**config.mk**
```make
export PLATFORM = sky130hd
export DESIGN_NAME = bkm_iter_ctrl_flat
export DESIGN_NICKNAME = d
export VERILOG_FILES = /design/src/rtl/bkm_iter_ctrl_pkg.sv /design/src/rtl/bkm_iter_ctrl_if.sv /design/src/rtl/bkm_iter_ctrl_multiply_by_d.sv /design/src/rtl/bkm_iter_ctrl.sv /design/src/flat_wrapper.sv
export SDC_FILE = /design/constraint.sdc
export NUM_CORES = 1
export LEC_CHECK = 0
export ABC_AREA = 1
export CAP_MARGIN = 40
export CORE_MARGIN = 3
export CORE_UTILIZATION = 53
export CTS_BUF_LIST = sky130_fd_sc_hd__clkbuf_4 sky130_fd_sc_hd__clkbuf_8
export CTS_CLUSTER_DIAMETER = 50
export DETAILED_ROUTE_END_ITERATION = 8
export PLACE_DENSITY = 0.78
export SLEW_MARGIN = 20
export SYNTH_ARGS = -nofsm -noshare
export SYNTH_HDL_FRONTEND = slang
export SYNTH_HIERARCHICAL = 1
export SYNTH_SLANG_ARGS = --single-unit
```
**constraint.sdc**
```tcl
create_clock -name clk -period 5.31 [get_ports clk]
set_clock_uncertainty 0.2 [all_clocks]
set_input_delay 0.531 -clock clk [delete_from_list [all_inputs] [get_ports clk]]
set_output_delay 0.531 -clock clk [all_outputs]
set_load 0.05 [all_outputs]
```
**src/rtl/bkm_iter_ctrl_pkg.sv**
```systemverilog
// Shared constants for the BKM iteration sequencer: FSM encodings and digit codes.
package bkm_iter_ctrl_pkg;

  // FSM state encodings
  localparam logic [1:0] BKM_ST_IDLE = 2'd0;
  localparam logic [1:0] BKM_ST_ITER = 2'd1;
  localparam logic [1:0] BKM_ST_DONE = 2'd2;

  // One's-complement digit codes; 2'b11 is a redundant zero
  localparam logic [1:0] BKM_D_ZERO = 2'b00;
  localparam logic [1:0] BKM_D_POS  = 2'b01;
  localparam logic [1:0] BKM_D_NEG  = 2'b10;

  // Fold the redundant zero code onto BKM_D_ZERO
  function automatic logic [1:0] canon_digit(input logic [1:0] d);
    return (d == 2'b11) ? BKM_D_ZERO : d;
  endfunction

endpackage

```
**src/rtl/bkm_iter_ctrl_if.sv**
```systemverilog
// Operand, digit-selector and result signals of the BKM iteration sequencer.
interface bkm_iter_ctrl_if #(
  parameter int unsigned W  = 16,
  parameter int unsigned NW = 4
);
  logic          in_valid;
  logic          in_ready;
  logic [W-1:0]  x0;
  logic [W-1:0]  y0;
  logic [NW-1:0] n_iter;
  logic [NW-1:0] step_n;
  logic [W-1:0]  z_x;
  logic [W-1:0]  z_y;
  logic [1:0]    sel_d_x;
  logic [1:0]    sel_d_y;
  logic          out_valid;
  logic          out_ready;
  logic [W-1:0]  x_out;
  logic [W-1:0]  y_out;
  logic          busy;

  // Sequencer side
  modport slave (
    input  in_valid, x0, y0, n_iter, sel_d_x, sel_d_y, out_ready,
    output in_ready, step_n, z_x, z_y, out_valid, x_out, y_out, busy
  );

  // Producer / selector / consumer side
  modport master (
    output in_valid, x0, y0, n_iter, sel_d_x, sel_d_y, out_ready,
    input  in_ready, step_n, z_x, z_y, out_valid, x_out, y_out, busy
  );
endinterface

```
**src/rtl/bkm_iter_ctrl_multiply_by_d.sv**
```systemverilog
// Complex product p = d * z for digits d_x, d_y in {-1, 0, +1}; W-bit wrapping result.
module multiply_by_d
  import bkm_iter_ctrl_pkg::*;
#(
  parameter int unsigned W = 16
) (
  input  logic [1:0]   d_x,
  input  logic [1:0]   d_y,
  input  logic [W-1:0] x,
  input  logic [W-1:0] y,
  output logic [W-1:0] p_x,
  output logic [W-1:0] p_y
);

  // Multiply a value by a single canonical digit
  function automatic logic [W-1:0] scale(input logic [1:0] d, input logic [W-1:0] v);
    case (d)
      BKM_D_POS: return v;
      BKM_D_NEG: return -v;
      default:   return '0;
    endcase
  endfunction

  // (dx + j*dy) * (x + j*y) = (dx*x - dy*y) + j*(dx*y + dy*x)
  always_comb begin
    p_x = scale(d_x, x) - scale(d_y, y);
    p_y = scale(d_x, y) + scale(d_y, x);
  end

endmodule

```
**src/rtl/bkm_iter_ctrl.sv**
```systemverilog
// Sequencer for the BKM complex iteration z[n+1] = z[n] + d[n]*z[n]*2^-n.
module bkm_iter_ctrl
  import bkm_iter_ctrl_pkg::*;
#(
  parameter int unsigned W  = 16,
  parameter int unsigned NW = 4
) (
  input logic            clk,
  input logic            arst_n,
  bkm_iter_ctrl_if.slave bus
);

  logic [1:0]    state_q, state_d;
  logic [NW-1:0] n_q, n_d;
  logic [NW-1:0] niter_q, niter_d;
  logic [W-1:0]  zx_q, zx_d;
  logic [W-1:0]  zy_q, zy_d;
  logic [W-1:0]  xo_q, xo_d;
  logic [W-1:0]  yo_q, yo_d;

  logic [1:0]         dx, dy;
  logic [W-1:0]       px, py;
  logic signed [W-1:0] shx, shy;
  logic [W-1:0]       zx_sum, zy_sum;

  assign dx = canon_digit(bus.sel_d_x);
  assign dy = canon_digit(bus.sel_d_y);

  multiply_by_d #(.W(W)) u_mul (
    .d_x (dx),
    .d_y (dy),
    .x   (zx_q),
    .y   (zy_q),
    .p_x (px),
    .p_y (py)
  );

  // Arithmetic shift by n; shifts of W or more fill with the sign bit
  always_comb begin
    shx    = $signed(px) >>> n_q;
    shy    = $signed(py) >>> n_q;
    zx_sum = zx_q + shx;
    zy_sum = zy_q + shy;
  end

  // Next-state logic: operand latch, iteration update and result capture
  always_comb begin
    state_d = state_q;
    n_d     = n_q;
    niter_d = niter_q;
    zx_d    = zx_q;
    zy_d    = zy_q;
    xo_d    = xo_q;
    yo_d    = yo_q;
    case (state_q)
      BKM_ST_IDLE: begin
        if (bus.in_valid) begin
          zx_d    = bus.x0;
          zy_d    = bus.y0;
          n_d     = '0;
          niter_d = bus.n_iter;
          if (bus.n_iter == '0) begin
            state_d = BKM_ST_DONE;
            xo_d    = bus.x0;
            yo_d    = bus.y0;
          end else begin
            state_d = BKM_ST_ITER;
          end
        end
      end
      BKM_ST_ITER: begin
        zx_d = zx_sum;
        zy_d = zy_sum;
        n_d  = n_q + NW'(1);
        if (n_q == niter_q - NW'(1)) begin
          state_d = BKM_ST_DONE;
          xo_d    = zx_sum;
          yo_d    = zy_sum;
        end
      end
      BKM_ST_DONE: begin
        if (bus.out_ready) state_d = BKM_ST_IDLE;
      end
      default: state_d = BKM_ST_IDLE;
    endcase
  end

  // State registers; reset discards any partial result
  always_ff @(posedge clk or negedge arst_n) begin
    if (!arst_n) begin
      state_q <= BKM_ST_IDLE;
      n_q     <= '0;
      niter_q <= '0;
      zx_q    <= '0;
      zy_q    <= '0;
      xo_q    <= '0;
      yo_q    <= '0;
    end else begin
      state_q <= state_d;
      n_q     <= n_d;
      niter_q <= niter_d;
      zx_q    <= zx_d;
      zy_q    <= zy_d;
      xo_q    <= xo_d;
      yo_q    <= yo_d;
    end
  end

  // Output decode
  always_comb begin
    bus.in_ready  = (state_q == BKM_ST_IDLE);
    bus.out_valid = (state_q == BKM_ST_DONE);
    bus.busy      = (state_q != BKM_ST_IDLE);
    bus.step_n    = n_q;
    bus.z_x       = zx_q;
    bus.z_y       = zy_q;
    bus.x_out     = xo_q;
    bus.y_out     = yo_q;
  end

endmodule

```
**src/flat_wrapper.sv**
```systemverilog
// flat-port wrapper written by rule: the top's interface ports become plain ports
module bkm_iter_ctrl_flat import bkm_iter_ctrl_pkg::*;
#(
  parameter int unsigned W  = 16,
  parameter int unsigned NW = 4
)
  (clk, arst_n, bus_in_valid, bus_x0, bus_y0, bus_n_iter, bus_sel_d_x, bus_sel_d_y, bus_out_ready, bus_in_ready, bus_step_n, bus_z_x, bus_z_y, bus_out_valid, bus_x_out, bus_y_out, bus_busy);
  bkm_iter_ctrl_if #(.W(W), .NW(NW)) bus_i ();
  input logic clk;
  input logic arst_n;
  input wire logic [$bits(bus_i.in_valid)-1:0] bus_in_valid;
  input wire logic [$bits(bus_i.x0)-1:0] bus_x0;
  input wire logic [$bits(bus_i.y0)-1:0] bus_y0;
  input wire logic [$bits(bus_i.n_iter)-1:0] bus_n_iter;
  input wire logic [$bits(bus_i.sel_d_x)-1:0] bus_sel_d_x;
  input wire logic [$bits(bus_i.sel_d_y)-1:0] bus_sel_d_y;
  input wire logic [$bits(bus_i.out_ready)-1:0] bus_out_ready;
  output wire logic [$bits(bus_i.in_ready)-1:0] bus_in_ready;
  output wire logic [$bits(bus_i.step_n)-1:0] bus_step_n;
  output wire logic [$bits(bus_i.z_x)-1:0] bus_z_x;
  output wire logic [$bits(bus_i.z_y)-1:0] bus_z_y;
  output wire logic [$bits(bus_i.out_valid)-1:0] bus_out_valid;
  output wire logic [$bits(bus_i.x_out)-1:0] bus_x_out;
  output wire logic [$bits(bus_i.y_out)-1:0] bus_y_out;
  output wire logic [$bits(bus_i.busy)-1:0] bus_busy;
  assign bus_i.in_valid = bus_in_valid;
  assign bus_i.x0 = bus_x0;
  assign bus_i.y0 = bus_y0;
  assign bus_i.n_iter = bus_n_iter;
  assign bus_i.sel_d_x = bus_sel_d_x;
  assign bus_i.sel_d_y = bus_sel_d_y;
  assign bus_i.out_ready = bus_out_ready;
  assign bus_in_ready = bus_i.in_ready;
  assign bus_step_n = bus_i.step_n;
  assign bus_z_x = bus_i.z_x;
  assign bus_z_y = bus_i.z_y;
  assign bus_out_valid = bus_i.out_valid;
  assign bus_x_out = bus_i.x_out;
  assign bus_y_out = bus_i.y_out;
  assign bus_busy = bus_i.busy;
  bkm_iter_ctrl #(.W(W), .NW(NW)) u_core (.clk(clk), .arst_n(arst_n), .bus(bus_i));
endmodule
```
==> results of run 1 <==
## stage by stage
step	hold slack (ns)	area [sq um]	util	instances	worst slack, ns
2_1_floorplan	0.03541	9447	-	1597	0.1930
3_3_place_gp	0.2546	12230	0.7044	2092	-0.7416
3_5_place_dp	0.2637	12250	0.7060	2093	-0.6949
4_1_cts	0.2928	12600	0.7258	2112	0.001081
5_1_grt	0.3159	13860	0.7988	2133	-0.1523
6_report	0.2902	13860	0.7988	2133	0.08936
## worst max-delay path by stage
stage                           start                   end  slack, ns  cells past startpoint
global placement       bus_sel_d_y[0]   u_core/bus.x_out[7]      -0.74                     30
finish              u_core/bus.z_x[3]  u_core/bus.x_out[13]       0.09                     34
CTS                    bus_sel_d_y[1]   u_core/bus.x_out[7]      0.001                     36
detailed placement     bus_sel_d_y[0]   u_core/bus.x_out[7]      -0.69                     30
floorplan              bus_sel_d_x[0]     u_core/bus.z_y[8]       0.19                     33
global route        u_core/bus.z_x[0]    u_core/bus.z_x[14]      -0.15                     33
## sequential cells by signal, summed over array words and instances, names as in the netlist
register and count:
u_core/bus.step_n 4, u_core/bus.z_y 16, u_core/state_q 2, u_core/bus.y_out 16, u_core/bus.x_out 16, u_core/niter_q 4, u_core/bus.z_x 16
## final cells by class
cell class,instances,area share
multi-input combinational,1280,0.5614
timing repair buffer,352,0.2179
sequential,74,0.1337
inverter,186,0.05063
tap,225,0.02031
clock buffer,10,0.009476
clock inverter,6,0.006588
## routing by layer
| metal | part of all wire | vias up |
|---|---|---|
| met1 | 0.42 | 5626 |
| met2 | 0.46 | 625 |
| met3 | 0.083 | 101 |
| met5 | 0 | - |
| li1 | - | 5752 |
| met4 | 0.041 | 0 |
## cell usage after synthesis (2+ instances only)
cell / count
nor2_2: 6
buf_2: 13
nand4_1: 12
nor2_1: 63
ha_1: 68
inv_2: 8
inv_1: 177
buf_6: 2
or2_1: 5
a31oi_1: 7
mux2i_1: 10
a21o_1: 4
or2_2: 19
fa_1: 4
o21ai_1: 13
a21oi_1: 93
nor2_4: 4
a21oi_2: 5
o211ai_1: 7
nand2_4: 2
buf_1: 7
buf_4: 4
o21ai_0: 113
nand2_2: 5
nor4_1: 3
o22ai_1: 7
clkbuf_1: 31
xnor2_1: 15
nor3_1: 13
xor2_1: 37
nand3_1: 141
dfrtp_1: 74
nand3_2: 6
nand2_1: 607
nand3b_1: 3
## critical path: cells and delay by family, from the launching register on
family	cells	cell delay [ns]
DFF	1	0.42
and+or+nand+nor	17	1.75
AOI/OAI and AO/OA	8	1.26
buffers and inverters	4	0.44
xor gates and xnor gates	2	0.38
adders and majority gates	2	0.56
muxes	1	0.13
## cell families (layout without fill, tap and decap cells)
logic type	count (synthesis)	count (layout)	share of synthesized area
muxes	10	10	0.01060
adders and majority gates	72	72	0.09854
DFF	74	74	0.1960
buffers and inverters	243	554	0.1015
and+or+nand+nor	892	892	0.4013
xor gates and xnor gates	52	52	0.04821
AOI/OAI and AO/OA	254	254	0.1438
## repair_timing
action,in CTS,in global routing
hold endpoints to repair,22,0
resized for setup,55,296
pin swaps,11,129
hold buffers,1,0
buffers inserted,2,20
endpoints found under the setup margin,59,60
==> results by group, run 1 <==
Yosys
  • Netlist Area Pre-Place: 9447 sq um
  • Seq/Total Area, Yosys: 0.1960
  • FFs w/ async S/R, synth: 1.000
  • Post-synth EDFFs: 0
  • Flip-flop and latch count after synthesis: 74
  • Synthesis Warnings: 6
  • Synth top area share: 0.2412
  • Area contributors post-synth: nand2_1 (24%), dfrtp_1 (20%), ha_1 (9.0%), nand3_1 (7.5%), inv_1 (7.0%)
  • Post-synthesis cell type count: 44
  • Post-synthesis cell count: 1597
  • Avg Cell Area, Syn: 5.915 sq um
  • Dominant cell type by area after synthesis: nand2_1
  • Synthesized Nets: 1713
  • Ys flop type: dfrtp_1

Timing
  • Worst slew pin tran: 0.9335 ns
  • Final Hold Fails: 0
  • Slew Limit Fails: 0
  • Final setup fails: 0
  • Slew headroom: 0.3763
  • RSZ-0062 raised after global routing: true
  • Tcrit/Tclk final: 0.9832
  • Max Freq: 191.5 MHz
  • Tmin final: 5.221 ns
  • Setup_tns: 0 ns

Worst setup path
  • CP Capture Type: flip-flop
  • Crit path max fanout: 5
  • Worst EP arrival: 5.27 ns
  • Reg2Reg Depth: 34
  • Worst r2r dst: u_core/bus.x_out[13]
  • Req. time, crit path: 5.36 ns
  • FF-to-FF setup slack: 0.09 ns
  • Crit-path most repeated cell: nand2_1
  • Critical path's slowest cell: dfrtp_1
  • Startpoint types: flip-flop
  • CP max stage delay: 0.42 ns
  • Critical path class: flip-flop to flip-flop
  • Launching point of the worst reg2reg path: u_core/bus.z_x[3]

Global routing
  • GRT Resource Usage Total: 0.3529
  • Grt met3 use: 0.03952
  • Met2 GRT Util: 0.5527
  • Total grt overflow: 0
  • First-pass GRT wire length: 56010 microns
  • Initial antenna violation count: 0
  • GR Layer Usage met1: 0.4913
  • Largest net degree at the start of global routing: 53
  • Number of global-route vias before repair: 11060
  • Gr busiest metal: met2

Worst hold path
  • HP Start: u_core/bus.x_out[13]
  • Hold Path Sink: u_core/bus.x_out[13]
  • Hold WC Path Type: flip-flop to flip-flop
  • Cells on Worst Hold Path: 2

Clock tree
  • CTS Root Cell: clkbuf_8
  • Clock Pin Slew Worst Setup and Hold Paths: 0.08 ns
  • Clock Latency Late Sink: 0.36 ns
  • Total CTS buffers: 9
  • Clk sinks: 74
  • CTS tree: yes
  • Clock tree buffer depth: 2
  • H-tree depth: 3

Cells and area
  • NumNets Final: 2019
  • Fraction of layout cells with a size suffix above 1: 0.2919
  • Inserted Diodes: 0
  • Area delta synth->final: 46.77%
  • Area taken by multi-input logic gates: 7784 sq um
  • Leading cell type in the layout, fill and taps excluded: nand2_1
  • Most frequent cells in the layout: nand2_1 (559), buf_4 (226), inv_1 (156)
  • Filler instances: 1302
  • FF+latch area: 1853 sq um

Placed design
  • Port bufs: 114
  • Final HPWL DP: 27510 microns
  • RePlAce Congestion: 1.019

Detailed routing
  • Number of remaining DRC errors: 0
  • Vias per cell: 5.675
  • Detailed router's first-iteration violation count: 1236
  • Final wirelength: 37580 microns
  • Vias post-DR: 12100
  • Routed len/inst: 17.62 microns
  • Drt first pass iters: 5
  • Routed Antenna Nets: 0

Floorplan
  • Core area: 17360 sq um
  • Width of the die: 139.5 microns
  • # IOs: 115
  • Die area: 19460 sq um
  • Rows: 48
  • Initial Util: 0.5443
  • Die Height: 139.5 microns

Run status
  • Status: finished clean

Flow run
  • Max-cap violation count: 0
Power of run 1 is left out: the tool's default activity adds up to more than one toggle a clock period on the data nets, which glitch-free logic cannot reach.
==> run 2, diff against run 1 <==
Settings changed: CORE_UTILIZATION 53 to 45, PLACE_DENSITY 0.78 to 0.69.
==> results by group, run 2 (synthesis results as in run 1) <==
Run status
  • Status: finished clean

Cells and area
  • Most frequent cells in the layout: nand2_1 (574), buf_4 (231), inv_1 (165)
  • NumNets Final: 2027
  • Fraction of layout cells with a size suffix above 1: 0.2719
  • Core Util, Final: 0.6766
  • Leading cell type in the layout, fill and taps excluded: nand2_1
  • Inserted Diodes: 0
  • Area taken by multi-input logic gates: 7604 sq um
  • Area delta synth->final: 46.32%
  • FF+latch area: 1852 sq um
  • Filler instances: 1868

Placed design
  • Port bufs: 114
  • RePlAce Congestion: 0.9562
  • Final HPWL DP: 28300 microns

Global routing
  • GRT Resource Usage Total: 0.3102
  • Largest net degree at the start of global routing: 52
  • Number of global-route vias before repair: 10500
  • Initial antenna violation count: 0
  • Total grt overflow: 0
  • First-pass GRT wire length: 55470 microns

Detailed routing
  • Vias post-DR: 11830
  • Top routing layer in use: met4
  • Vias per cell: 5.410
  • Wire length on met3: 2899 microns
  • Number of remaining DRC errors: 0
  • Final wirelength: 37410 microns
  • Routed len/inst: 17.12 microns
  • Routed Antenna Nets: 0
  • Metal2 WL: 16250 microns
  • Drt first pass iters: 5
  • Detailed router's first-iteration violation count: 1071
  • Wire length on met1: 16860 microns

Clock tree
  • CTS Root Cell: clkbuf_8
  • Clock tree buffer depth: 2
  • CTS tree: yes
  • H-tree depth: 3
  • Total CTS buffers: 9
  • Clock Pin Slew Worst Setup and Hold Paths: 0.09 ns
  • Clock Latency Late Sink: 0.36 ns
  • Clk sinks: 74

Floorplan
  • Width of the die: 150.9 microns
  • Core area: 20430 sq um
  • Initial Util: 0.4624
  • # IOs: 115
  • Die area: 22770 sq um
  • Die Height: 150.9 microns
  • Rows: 52

Worst setup path
  • Critical path class: flip-flop to flip-flop
  • Crit path max fanout: 4
  • CP Capture Type: flip-flop
  • Worst EP arrival: 5.13 ns
  • CP max stage delay: 0.45 ns
  • Reg2Reg Depth: 33
  • Critical path's slowest cell: dfrtp_1
  • Req. time, crit path: 5.36 ns
  • Crit-path most repeated cell: nand2_1
  • Startpoint types: flip-flop

Timing
  • Slew Limit Fails: 0
  • Final Hold Fails: 0
  • Final setup fails: 0
  • Tcrit/Tclk final: 0.9572
  • Hold_ws: 0.2915 ns
  • RSZ-0062 raised after global routing: true
  • Slew headroom: 0.3910
  • Tmin final: 5.083 ns
  • Max Freq: 196.7 MHz
  • Worst slew pin tran: 0.9125 ns

Worst hold path
  • Cells on Worst Hold Path: 2
  • Hold WC Path Type: flip-flop to flip-flop

Flow run
  • Max-cap violation count: 0
-- run 2: worst max-delay path: cells and delay by family (launching register included) --
kind	cells	cell delay (ns)
adder cells (fa/ha/maj)	3	0.91
flip-flops	1	0.45
AND/OR/NAND/NOR	16	1.54
buffers and inverters	5	0.56
AO/OA/AOI/OAI	7	0.88
XOR/XNOR	2	0.42
-- run 2: final timing paths --
check	from	to	slack [ns]
setup / recovery	u_core/bus.z_x[1]	u_core/bus.y_out[10]	0.23
hold / removal	u_core/bus.y_out[14]	u_core/bus.y_out[14]	0.29
setup reg to reg	u_core/bus.z_x[1]	u_core/bus.y_out[10]	0.23
hold reg to reg	u_core/bus.y_out[14]	u_core/bus.y_out[14]	0.29
max in group asynchronous	arst_n	u_core/bus.x_out[4]	3.76
min in group asynchronous	arst_n	u_core/niter_q[0]	0.32
-- run 2: cell type report --
cell class / count / share of cell area
Clock inverter: 6 / 0.003621
Inverter: 186 / 0.05087
Clock buffer: 10 / 0.009957
Multi-Input combinational cell: 1280 / 0.5501
Tap cell: 270 / 0.02444
Sequential cell: 74 / 0.1340
Timing Repair Buffer: 360 / 0.2270
-- run 2: per-layer routing --
| metal | vias up | GRT usage |
|---|---|---|
| met5 | - | 0 |
| met3 | 88 | 0.03860 |
| met4 | 0 | 0.1034 |
| met2 | 509 | 0.4677 |
| met1 | 5462 | 0.4578 |
| li1 | 5768 | - |
-- run 2: what timing repair did --
action	in CTS	in global routing
pin swaps	17	105
endpoints found under the setup margin	53	60
setup buffers	2	13
gates cloned	0	1
hold endpoints to repair	18	0
hold buffers	1	0
gates resized for setup	50	253
-- run 2: stage by stage --
stage | area (sq um) | setup TNS (ns) | cells | worst slack [ns]
2_1_floorplan | 9447 | 0 | 1597 | 0.1930
6_report | 13820 | 0 | 2186 | 0.2271
4_1_cts | 12740 | 0 | 2170 | 0.004034
3_3_place_gp | 12400 | -23.42 | 2150 | -0.5121
3_5_place_dp | 12430 | -28.91 | 2151 | -0.6477
5_1_grt | 13820 | -1.061 | 2186 | -0.06075
Power of run 2 is left out for the same reason.
